$ cat config.mk
export PLATFORM = sky130hd
export DESIGN_NAME = instruction_fetch_unit
export DESIGN_NICKNAME = d
export VERILOG_FILES = /design/src/rtl/armaria_fetch_pkg.sv /design/src/rtl/fetch_fifo.sv /design/src/rtl/instruction_fetch_unit.sv
export SDC_FILE = /design/constraint.sdc
export NUM_CORES = 1
export LEC_CHECK = 0
export CAP_MARGIN = 20
export CORE_AREA = 10 10 159 161
export CTS_BUF_LIST = sky130_fd_sc_hd__clkbuf_16
export DETAILED_ROUTE_END_ITERATION = 16
export DIE_AREA = 0 0 169 171
export PLACE_DENSITY = 0.8
export SKIP_LAST_GASP = 1
export SLEW_MARGIN = 15
export SYNTH_ARGS = -nofsm -noshare
export SYNTH_HDL_FRONTEND = slang
export SYNTH_SLANG_ARGS = --single-unit
$ cat constraint.sdc
create_clock -name clock -period 7.3 [get_ports clock]
set_input_delay 1.46 -clock clock [delete_from_list [all_inputs] [get_ports clock]]
set_output_delay 1.46 -clock clock [all_outputs]
set_load 0.03 [all_outputs]
$ cat src/rtl/armaria_fetch_pkg.sv
// Shared definitions for the instruction fetch unit: FSM encoding, default reset PC
// and the halfword-select helper used when splitting a memory word into two instructions.
package armaria_fetch_pkg;

  localparam logic [31:0] DEFAULT_RESET_PC = 32'h0000_0000;

  typedef enum logic [1:0] {
    IDLE    = 2'd0,
    REQ     = 2'd1,
    DISCARD = 2'd2
  } fetch_state_e;

  // [15:0] is the lower (earlier) instruction of a fetched word.
  function automatic logic [15:0] hw_sel(input logic [31:0] wrd, input logic upper);
    return upper ? wrd[31:16] : wrd[15:0];
  endfunction

endpackage

$ cat src/rtl/fetch_fifo.sv
// Prefetch buffer of {instruction, pc} entries with a dual push (lower then upper halfword), pop and flush.
// Latency: a push is visible at the head on the next cycle; the head is read straight from storage.
// Backpressure: none internally; the caller keeps two slots free before issuing a fetch.
module fetch_fifo
  import armaria_fetch_pkg::*;
#(
  parameter int DEPTH = 4,
  parameter int IW    = 16,
  parameter int AW    = 32
) (
  input  logic                           clock,
  input  logic                           reset,
  input  logic                           flush_i,
  input  logic                           push_lo_i,
  input  logic                           push_hi_i,
  input  logic                           pop_i,
  input  logic [IW-1:0]                  lo_instr_i,
  input  logic [AW-1:0]                  lo_pc_i,
  input  logic [IW-1:0]                  hi_instr_i,
  input  logic [AW-1:0]                  hi_pc_i,
  output logic                           head_vld_o,
  output logic [IW-1:0]                  head_instr_o,
  output logic [AW-1:0]                  head_pc_o,
  output logic [$clog2(DEPTH+1)-1:0]     count_o
);

  localparam int PW = $clog2(DEPTH);
  localparam int CW = $clog2(DEPTH+1);
  localparam int EW = IW + AW;

  logic [EW-1:0] mem_q [DEPTH];
  logic [PW-1:0] wr_ptr_q, wr_ptr_d, rd_ptr_q, rd_ptr_d, hi_slot;
  logic [CW-1:0] count_q, count_d;
  logic          pop_ok;

  assign pop_ok  = pop_i && (count_q != '0);
  // The upper halfword lands behind the lower one when both arrive together.
  assign hi_slot = push_lo_i ? wr_ptr_q + PW'(1) : wr_ptr_q;

  always_comb begin
    wr_ptr_d = wr_ptr_q;
    rd_ptr_d = rd_ptr_q;
    count_d  = count_q;
    if (flush_i) begin
      wr_ptr_d = '0;
      rd_ptr_d = '0;
      count_d  = '0;
    end else begin
      wr_ptr_d = wr_ptr_q + PW'(push_lo_i) + PW'(push_hi_i);
      rd_ptr_d = rd_ptr_q + PW'(pop_ok);
      count_d  = count_q + CW'(push_lo_i) + CW'(push_hi_i) - CW'(pop_ok);
    end
  end

  always_ff @(posedge clock or negedge reset) begin
    if (!reset) begin
      wr_ptr_q <= '0;
      rd_ptr_q <= '0;
      count_q  <= '0;
    end else begin
      wr_ptr_q <= wr_ptr_d;
      rd_ptr_q <= rd_ptr_d;
      count_q  <= count_d;
    end
  end

  always_ff @(posedge clock) begin
    if (!flush_i) begin
      if (push_lo_i) mem_q[wr_ptr_q] <= {lo_instr_i, lo_pc_i};
      if (push_hi_i) mem_q[hi_slot]  <= {hi_instr_i, hi_pc_i};
    end
  end

  assign head_vld_o   = (count_q != '0);
  assign head_instr_o = head_vld_o ? mem_q[rd_ptr_q][EW-1:AW] : '0;
  assign head_pc_o    = head_vld_o ? mem_q[rd_ptr_q][AW-1:0]  : '0;
  assign count_o      = count_q;

endmodule

$ cat src/rtl/instruction_fetch_unit.sv
// Fetches 32-bit words, splits them into 16-bit instructions and presents the prefetch head to Control.
// Latency: mem_ack in cycle N gives instruction_valid in N+1; a branch flushes so valid drops the next cycle.
// Backpressure: a fetch is issued only with two free slots; optional FETCH_PERF_COUNT_EN adds perf counters.
module instruction_fetch_unit
  import armaria_fetch_pkg::*;
#(
  parameter int DATA_WIDTH        = 32,
  parameter int INSTRUCTION_WIDTH = 16,
  parameter int ADDR_WIDTH        = 32,
  parameter int FIFO_DEPTH        = 4,
  parameter logic [ADDR_WIDTH-1:0] RESET_PC = ADDR_WIDTH'(DEFAULT_RESET_PC)
) (
  input  logic                         clock,
  input  logic                         reset,
  output logic                         mem_req,
  output logic [ADDR_WIDTH-1:0]        mem_addr,
  input  logic                         mem_ack,
  input  logic [DATA_WIDTH-1:0]        mem_rdata,
  input  logic                         branch_taken,
  input  logic [ADDR_WIDTH-1:0]        branch_target,
  input  logic                         consume,
  output logic [INSTRUCTION_WIDTH-1:0] Instruction,
  output logic                         instruction_valid,
  output logic [ADDR_WIDTH-1:0]        instruction_pc
`ifdef FETCH_PERF_COUNT_EN
  ,
  output logic [15:0]                  fetched_count,
  output logic [15:0]                  flush_count
`endif
);

  localparam int CNT_W = $clog2(FIFO_DEPTH+1);
  localparam logic [ADDR_WIDTH-1:0] WORD_MASK = ~ADDR_WIDTH'(3);
  localparam logic [ADDR_WIDTH-1:0] HALF_MASK = ~ADDR_WIDTH'(1);

  fetch_state_e          state_q;
  logic [ADDR_WIDTH-1:0] fetch_ptr_q;
  logic                  mem_req_q;
  logic [ADDR_WIDTH-1:0] mem_addr_q;

  logic [CNT_W-1:0]      fifo_count;
  logic                  room_ok, accept, fifo_pop, push_lo, push_hi;

  assign room_ok  = (fifo_count <= CNT_W'(FIFO_DEPTH - 2));
  // Branch wins over both an arriving word and a consume in the same cycle.
  assign accept   = (state_q == REQ) && mem_ack && !branch_taken;
  assign push_hi  = accept;
  assign push_lo  = accept && !fetch_ptr_q[1];
  assign fifo_pop = consume && instruction_valid && !branch_taken;

  always_ff @(posedge clock or negedge reset) begin
    if (!reset) begin
      state_q     <= IDLE;
      fetch_ptr_q <= RESET_PC;
      mem_req_q   <= 1'b0;
      mem_addr_q  <= RESET_PC & WORD_MASK;
    end else begin
      case (state_q)
        IDLE: begin
          if (branch_taken) begin
            fetch_ptr_q <= branch_target & HALF_MASK;
          end else if (room_ok) begin
            state_q    <= REQ;
            mem_req_q  <= 1'b1;
            mem_addr_q <= fetch_ptr_q & WORD_MASK;
          end
        end
        REQ: begin
          if (branch_taken) begin
            fetch_ptr_q <= branch_target & HALF_MASK;
            if (mem_ack) begin
              state_q   <= IDLE;
              mem_req_q <= 1'b0;
            end else begin
              // The request is already on the bus; its data must be absorbed and dropped.
              state_q <= DISCARD;
            end
          end else if (mem_ack) begin
            fetch_ptr_q <= mem_addr_q + ADDR_WIDTH'(4);
            state_q     <= IDLE;
            mem_req_q   <= 1'b0;
          end
        end
        DISCARD: begin
          if (branch_taken) fetch_ptr_q <= branch_target & HALF_MASK;
          if (mem_ack) begin
            state_q   <= IDLE;
            mem_req_q <= 1'b0;
          end
        end
        default: begin
          state_q   <= IDLE;
          mem_req_q <= 1'b0;
        end
      endcase
    end
  end

  assign mem_req  = mem_req_q;
  assign mem_addr = mem_addr_q;

  fetch_fifo #(
    .DEPTH (FIFO_DEPTH),
    .IW    (INSTRUCTION_WIDTH),
    .AW    (ADDR_WIDTH)
  ) u_fifo (
    .clock        (clock),
    .reset        (reset),
    .flush_i      (branch_taken),
    .push_lo_i    (push_lo),
    .push_hi_i    (push_hi),
    .pop_i        (fifo_pop),
    .lo_instr_i   (INSTRUCTION_WIDTH'(hw_sel(32'(mem_rdata), 1'b0))),
    .lo_pc_i      (mem_addr_q),
    .hi_instr_i   (INSTRUCTION_WIDTH'(hw_sel(32'(mem_rdata), 1'b1))),
    .hi_pc_i      (mem_addr_q + ADDR_WIDTH'(2)),
    .head_vld_o   (instruction_valid),
    .head_instr_o (Instruction),
    .head_pc_o    (instruction_pc),
    .count_o      (fifo_count)
  );

`ifdef FETCH_PERF_COUNT_EN
  logic [15:0] fetched_q, fetched_d, flush_q, flush_d;

  always_comb begin
    fetched_d = fetched_q;
    flush_d   = flush_q;
    if (fifo_pop && (fetched_q != 16'hFFFF))   fetched_d = fetched_q + 16'd1;
    if (branch_taken && (flush_q != 16'hFFFF)) flush_d   = flush_q + 16'd1;
  end

  always_ff @(posedge clock or negedge reset) begin
    if (!reset) begin
      fetched_q <= '0;
      flush_q   <= '0;
    end else begin
      fetched_q <= fetched_d;
      flush_q   <= flush_d;
    end
  end

  assign fetched_count = fetched_q;
  assign flush_count   = flush_q;
`endif

endmodule

---- Word level (Yosys, flattened, before mapping) ----
Memories as Yosys holds them, arrays and structs flattened.
Cells that the tools add are included.
Widths: inputs -> output; s select.
operators by class
  equal/unequal tests ..................... 7
  multiplexer cells ....................... 26
  bitwise gates (word level) .............. 1
  order comparisons ....................... 1
  add/sub/neg operators ................... 9
  reductions and logical operators ........ 17
operators with widths
  kind                   number
  $mux 32                4
  $pmux 32 s2            1
  $add 32x2->32 const B  1
  $add 32x3->32 const B  1
  $mux 16                1
  $mux 2                 8
  $mux 1                 9
  $reduce_and 3->1       3
  $add 2x1->2            3
  $add 3x1->3            2
  $logic_and 1x1->1      6
  $pmux 2 s3             1
  $ne 2x1->1 const B     2
  $ne 2x2->1 const B     2
  $reduce_or 2->1        2
  $le 3x2->1 const B     1
  $mux 3                 1
  $ne 3x3->1 const B     1
  $reduce_bool 3->1      1
  $sub 3x1->3            1
  $add 2x1->2 const B    1
  $eq 2x1->1 const B     1
  $eq 2x2->1 const B     1
  $logic_not 1->1        2
  other kinds (5)        5
word-level totals
  bits in writable memories ............... 192
  word-level logic and storage cells ...... 69
  bits of input ports ..................... 69
  memories ................................ 1
  output and inout bits ................... 82
  register bits ........................... 72
memories
  name          depth  bits a word  read ports  clocked after memory_dff  write ports  line              source
  u_fifo.mem_q  4      48           1           0                         2            fetch_fifo.sv:31  logic [EW-1:0] mem_q [DEPTH];

---- Logic depth before layout (Yosys ltp) ----
  depth after elaboration ................. 8
  mapped depth ............................ 10

---- Hierarchy ----
A second synthesis with hierarchy kept.
unflattened totals
  cell total of the unflattened synthesis .. 885
  area total of the unflattened synthesis .. 13474.2 µm²
modules (own cells, without submodules)
  module                  times used  cells each  seq. area each (µm²)  area each (µm²)
  fetch_fifo              1           582         5940.7                10163.5
  instruction_fetch_unit  1           303         1601.5                3310.7

---- Worst setup path before layout ----
Ideal clock, no wire load.
  path kind ............................... input to register
  start point ............................. input branch_taken
  end point ............................... memory u_fifo.mem_q[2][10] in the netlist's numbering (enable)
  cell stages on the path ................. 3
  library setup time ...................... 0.425 ns
  slack ................................... 3.556 ns
  arrival time ............................ 3.319 ns
  buffers on the path ..................... 1
  required time ........................... 6.875 ns
  path through ............................ nand3b_4 -> nor2_1 -> clkbuf_1
RTL lines
  item         line                          source
  from (decl)  instruction_fetch_unit.sv:19  input logic branch_taken,
  to (decl)    fetch_fifo.sv:31

---- Worst setup path in the final report ----
  start point ............................. register u_fifo.rd_ptr_q[0]
  end point ............................... output instruction_pc[14]
between the ends
  longest elaborated chain between the ends .. 2
ends and longest elaborated chain
  item                    line                          source
  from (decl)             fetch_fifo.sv:32              logic [PW-1:0] wr_ptr_q, wr_ptr_d, rd_ptr_q, rd_ptr_d, hi_slot;
  from (signal assigned)  fetch_fifo.sv:62              rd_ptr_q <= rd_ptr_d;
  $mem_v2 4x48            n/a
  $mux 32                 fetch_fifo.sv:76              assign head_pc_o = head_vld_o ? mem_q[rd_ptr_q][AW-1:0] : '0;
  to (decl)               instruction_fetch_unit.sv:24  output logic [ADDR_WIDTH-1:0] instruction_pc
Every way passes these cells.

==> key figures <==
Outcome
  – Status: finished clean

STA
  – FMAX: 0.222 GHz
  – Post-Route Setup TNS: 0 ns
  – Final Hold Violating Endpoints: 0
  – Setup ws final: 2.79 ns
  – Unrepaired setup endpoints after global routing: no
  – Min Hold Slack: 0.451 ns
  – Final Skew: 0.0199 ns
  – Period Utilization, post-route: 61.7%
  – Minimum clock period: 4.51 ns
  – Final setup fails: 0
  – Rel. slew slack: 33.3%
  – Worst-Margin Slew: 1.00 ns
  – Pins Over Slew Limit: 0

Synth
  – Area share of the largest cell type after synthesis: 44.3%
  – Syn_area_per_cell: 13.5 µm²
  – EDFF count, synth: 184
  – Syn Inst Count: 923
  – Leading area contributor after synthesis: edfxtp_1
  – Flops & latches, synth: 259
  – YS warnings: 0
  – Largest cells by area after synthesis: edfxtp_1 44%, dfrtp_1 14%, mux4_2 8.5%
  – Post-synth design cell area: 12,500 µm²
  – Async set or reset register ratio after synthesis: 27.4%
  – Synth cell count leaders: 184 x edfxtp_1, 118 x and2_1, 71 x dfrtp_1
  – Most instantiated library cell after synthesis: edfxtp_1
  – Main flop type after synthesis: edfxtp_1
  – Register area share after synthesis: 59.2%
  – Distinct cells, synth: 52

Final layout
  – Number of antenna diodes: 0
  – Share of cells above drive strength 1: 13.9%
  – Area growth from synthesis to layout: 20.2%
  – Final net count: 1,136
  – Util after Layout: 67.4%

Placement
  – IO buf count: 146
  – Gpl congestion: 0.812
  – Pre-CTS setup slack: 2.71 ns
  – Post-DP HPWL: 18,100 µm

Route
  – Routed wire length: 28,000 µm
  – Vias post-DR: 7,877
  – Avg WL per Cell: 20.6 µm
  – Post-route ant nets: 0
  – Starting DRT DRC Count: 496
  – Pre-antenna DRT Iters: 5
  – DRC Markers: 0
  – Post-DR vias/cell: 5.80

Clock tree
  – CTS H-tree lvls: 1
  – TritonCTS clock tree: done
  – CTS clk-pin slew, worst paths: 0.06 ns
  – CTS root buf: clkbuf_16
  – Cts hold-fix bufs: 0
  – Longest Clk Path Bufs: 3
  – Setup Buffers After CTS: 0
  – Clk sink count: 259
  – CTS resizes: 0
  – Num CTS Buffers: 27
  – Skew-Pair Late Insertion Delay: 0.53 ns

Global routing
  – GRT overflow: 0
  – Initial antenna violation count: 0
  – Total track usage: 19.2%
  – Vias in the first global route: 8,143
  – Global-route wire length before repair: 44,600 µm
  – Largest net degree at the start of global routing: 72

Worst setup path
  – Crit end category: output port
  – RR Startpoint: u_fifo.wr_ptr_q[0]$_DFF_PN0_
  – Required @ worst endpoint: 5.84 ns
  – Cell Chain, Critical Path: mux4_2 -> nor2b_1 -> clkdlybuf4s50_1
  – Worst Setup Start Kind: flop
  – R2R setup slack: 4.07 ns
  – Worst setup path start: u_fifo.rd_ptr_q[0]$_DFF_PN0_
  – Max incr delay on CP: 1.09 ns
  – Reg2Reg Depth: 6
  – Crit path capture: instruction_pc[14]
  – Worst path slowest cell: dfrtp_4
  – WS Path Type: flop to output port
  – R2R Path End: u_fifo.mem_q[0][11]$_DFFE_PP_
  – Maximum fanout along the worst path: 48
  – Worst EP arrival: 3.05 ns

Floorplan
  – Die height: 171 µm
  – Die area: 28,900 µm²
  – Initial Util: 56.1%
  – I/O pins: 151
  – Core Region: 22,200 µm²
  – Std cell rows: 55
  – Die Wd: 169 µm

Min path
  – Worst hold path class: flop to flop

Power and ir drop
  – Worst vdd ir: 0.000294 V
  – Pwr dens: 359 nW/µm²
  – LEAKAGE: 5.35 nW

Flow run
  – Max-cap violations: 0
[state kept, by name (all words and copies together), names as in the netlist]
name / cells
state_q: 2
u_fifo.rd_ptr_q: 2
fetch_ptr_q: 31
u_fifo.count_o: 3
mem_req: 1
mem_addr: 30
u_fifo.mem_q: 188
u_fifo.wr_ptr_q: 2
[power breakdown]
group          switching [W]  internal [W]  leakage (nW)  total, W
registers           0.000355       0.00184          2.54   0.00220
logic                0.00112      0.000866          2.38   0.00198
clock network       0.000534      0.000666         0.432   0.00120
total                0.00200       0.00337          5.35   0.00538
[stage by stage]
step / instance area (µm²) / total power (W) / instances
detailed placement: 14100 / 0.00421 / 1305
global route: 15000 / 0.00567 / 1358
CTS: 14900 / 0.00542 / 1355
floorplan: 12500 / 0.00340 / 925
global placement: 14100 / 0.00416 / 1305
finish: 15000 / 0.00538 / 1358
[critical path, delay by kind of cell (launching register included)]
family	cells	cell delay, ns
buf+inv	1	0.63
flops	1	1.09
mux	1	0.60
simple gates	1	0.19
[cell usage in the layout, fill, tap and decap left out, types with 5 or more instances in the layout]
| cell | synthesis | layout |
|---|---|---|
| mux2_2 | 30 | 30 |
| clkbuf_16 | 0 | 27 |
| nand2_1 | 39 | 39 |
| nor2b_1 | 51 | 51 |
| nand3_1 | 19 | 19 |
| nor2_1 | 45 | 44 |
| dfrtp_1 | 71 | 69 |
| ha_1 | 12 | 12 |
| xnor2_1 | 12 | 12 |
| nor3_1 | 12 | 11 |
| xor2_1 | 17 | 17 |
| clkinv_2 | 0 | 5 |
| mux4_2 | 47 | 47 |
| o21ai_0 | 22 | 22 |
| and2_1 | 118 | 118 |
| o22ai_1 | 11 | 11 |
| nand4_1 | 7 | 7 |
| a21oi_1 | 25 | 22 |
| edfxtp_1 | 184 | 184 |
| clkdlybuf4s50_1 | 0 | 145 |
| inv_1 | 16 | 29 |
| buf_4 | 7 | 15 |
| a22o_1 | 64 | 64 |
| a21o_1 | 5 | 5 |
[area by class of cell]
class / count / area, µm²
tap: 285 / 357
fill: 1599 / 7250
clock buffer: 27 / 676
clock inverter: 23 / 97.6
timing repair buffer: 164 / 1630
multi-input combinational: 584 / 4770
inverter: 16 / 60.1
sequential: 259 / 7390
[worst min path at each step]
stage / from / end / slack (ns) / depth (start not counted)
floorplan: u_fifo.mem_q[2][1]$_SDFFE_PP1P_ / u_fifo.mem_q[2][1]$_SDFFE_PP1P_ / 0.42 / 1
global placement: u_fifo.mem_q[2][1]$_SDFFE_PP1P_ / u_fifo.mem_q[2][1]$_SDFFE_PP1P_ / 0.43 / 1
detailed placement: u_fifo.mem_q[0][1]$_SDFFE_PP1P_ / u_fifo.mem_q[0][1]$_SDFFE_PP1P_ / 0.44 / 1
CTS: u_fifo.mem_q[0][1]$_SDFFE_PP1P_ / u_fifo.mem_q[0][1]$_SDFFE_PP1P_ / 0.45 / 1
global route: u_fifo.mem_q[0][1]$_SDFFE_PP1P_ / u_fifo.mem_q[0][1]$_SDFFE_PP1P_ / 0.48 / 1
finish: u_fifo.mem_q[0][1]$_SDFFE_PP1P_ / u_fifo.mem_q[0][1]$_SDFFE_PP1P_ / 0.45 / 1
[routing by layer]
metal,up-vias,track usage (%),part of all wire [%]
met5,-,0,0
met3,39,4.34,8.1
met4,0,4.77,1.6
met1,3888,24.7,41
li1,3667,-,-
met2,283,32.3,49
[cell families (layout without fill, tap and decap cells)]
kind of cell | Yosys count | in the layout | synth area share (%)
DFF | 259 | 259 | 59.2
adders and majority gates | 15 | 15 | 1.69
buffers and inverters | 82 | 230 | 2.89
and+or+nand+nor | 312 | 312 | 14.2
xor gates and xnor gates | 29 | 29 | 2.04
AOI/OAI and AO/OA | 145 | 145 | 8.45
muxes | 80 | 80 | 11.4
other | 1 | 3 | 0.0301
(Power assumes the default switching activity.)
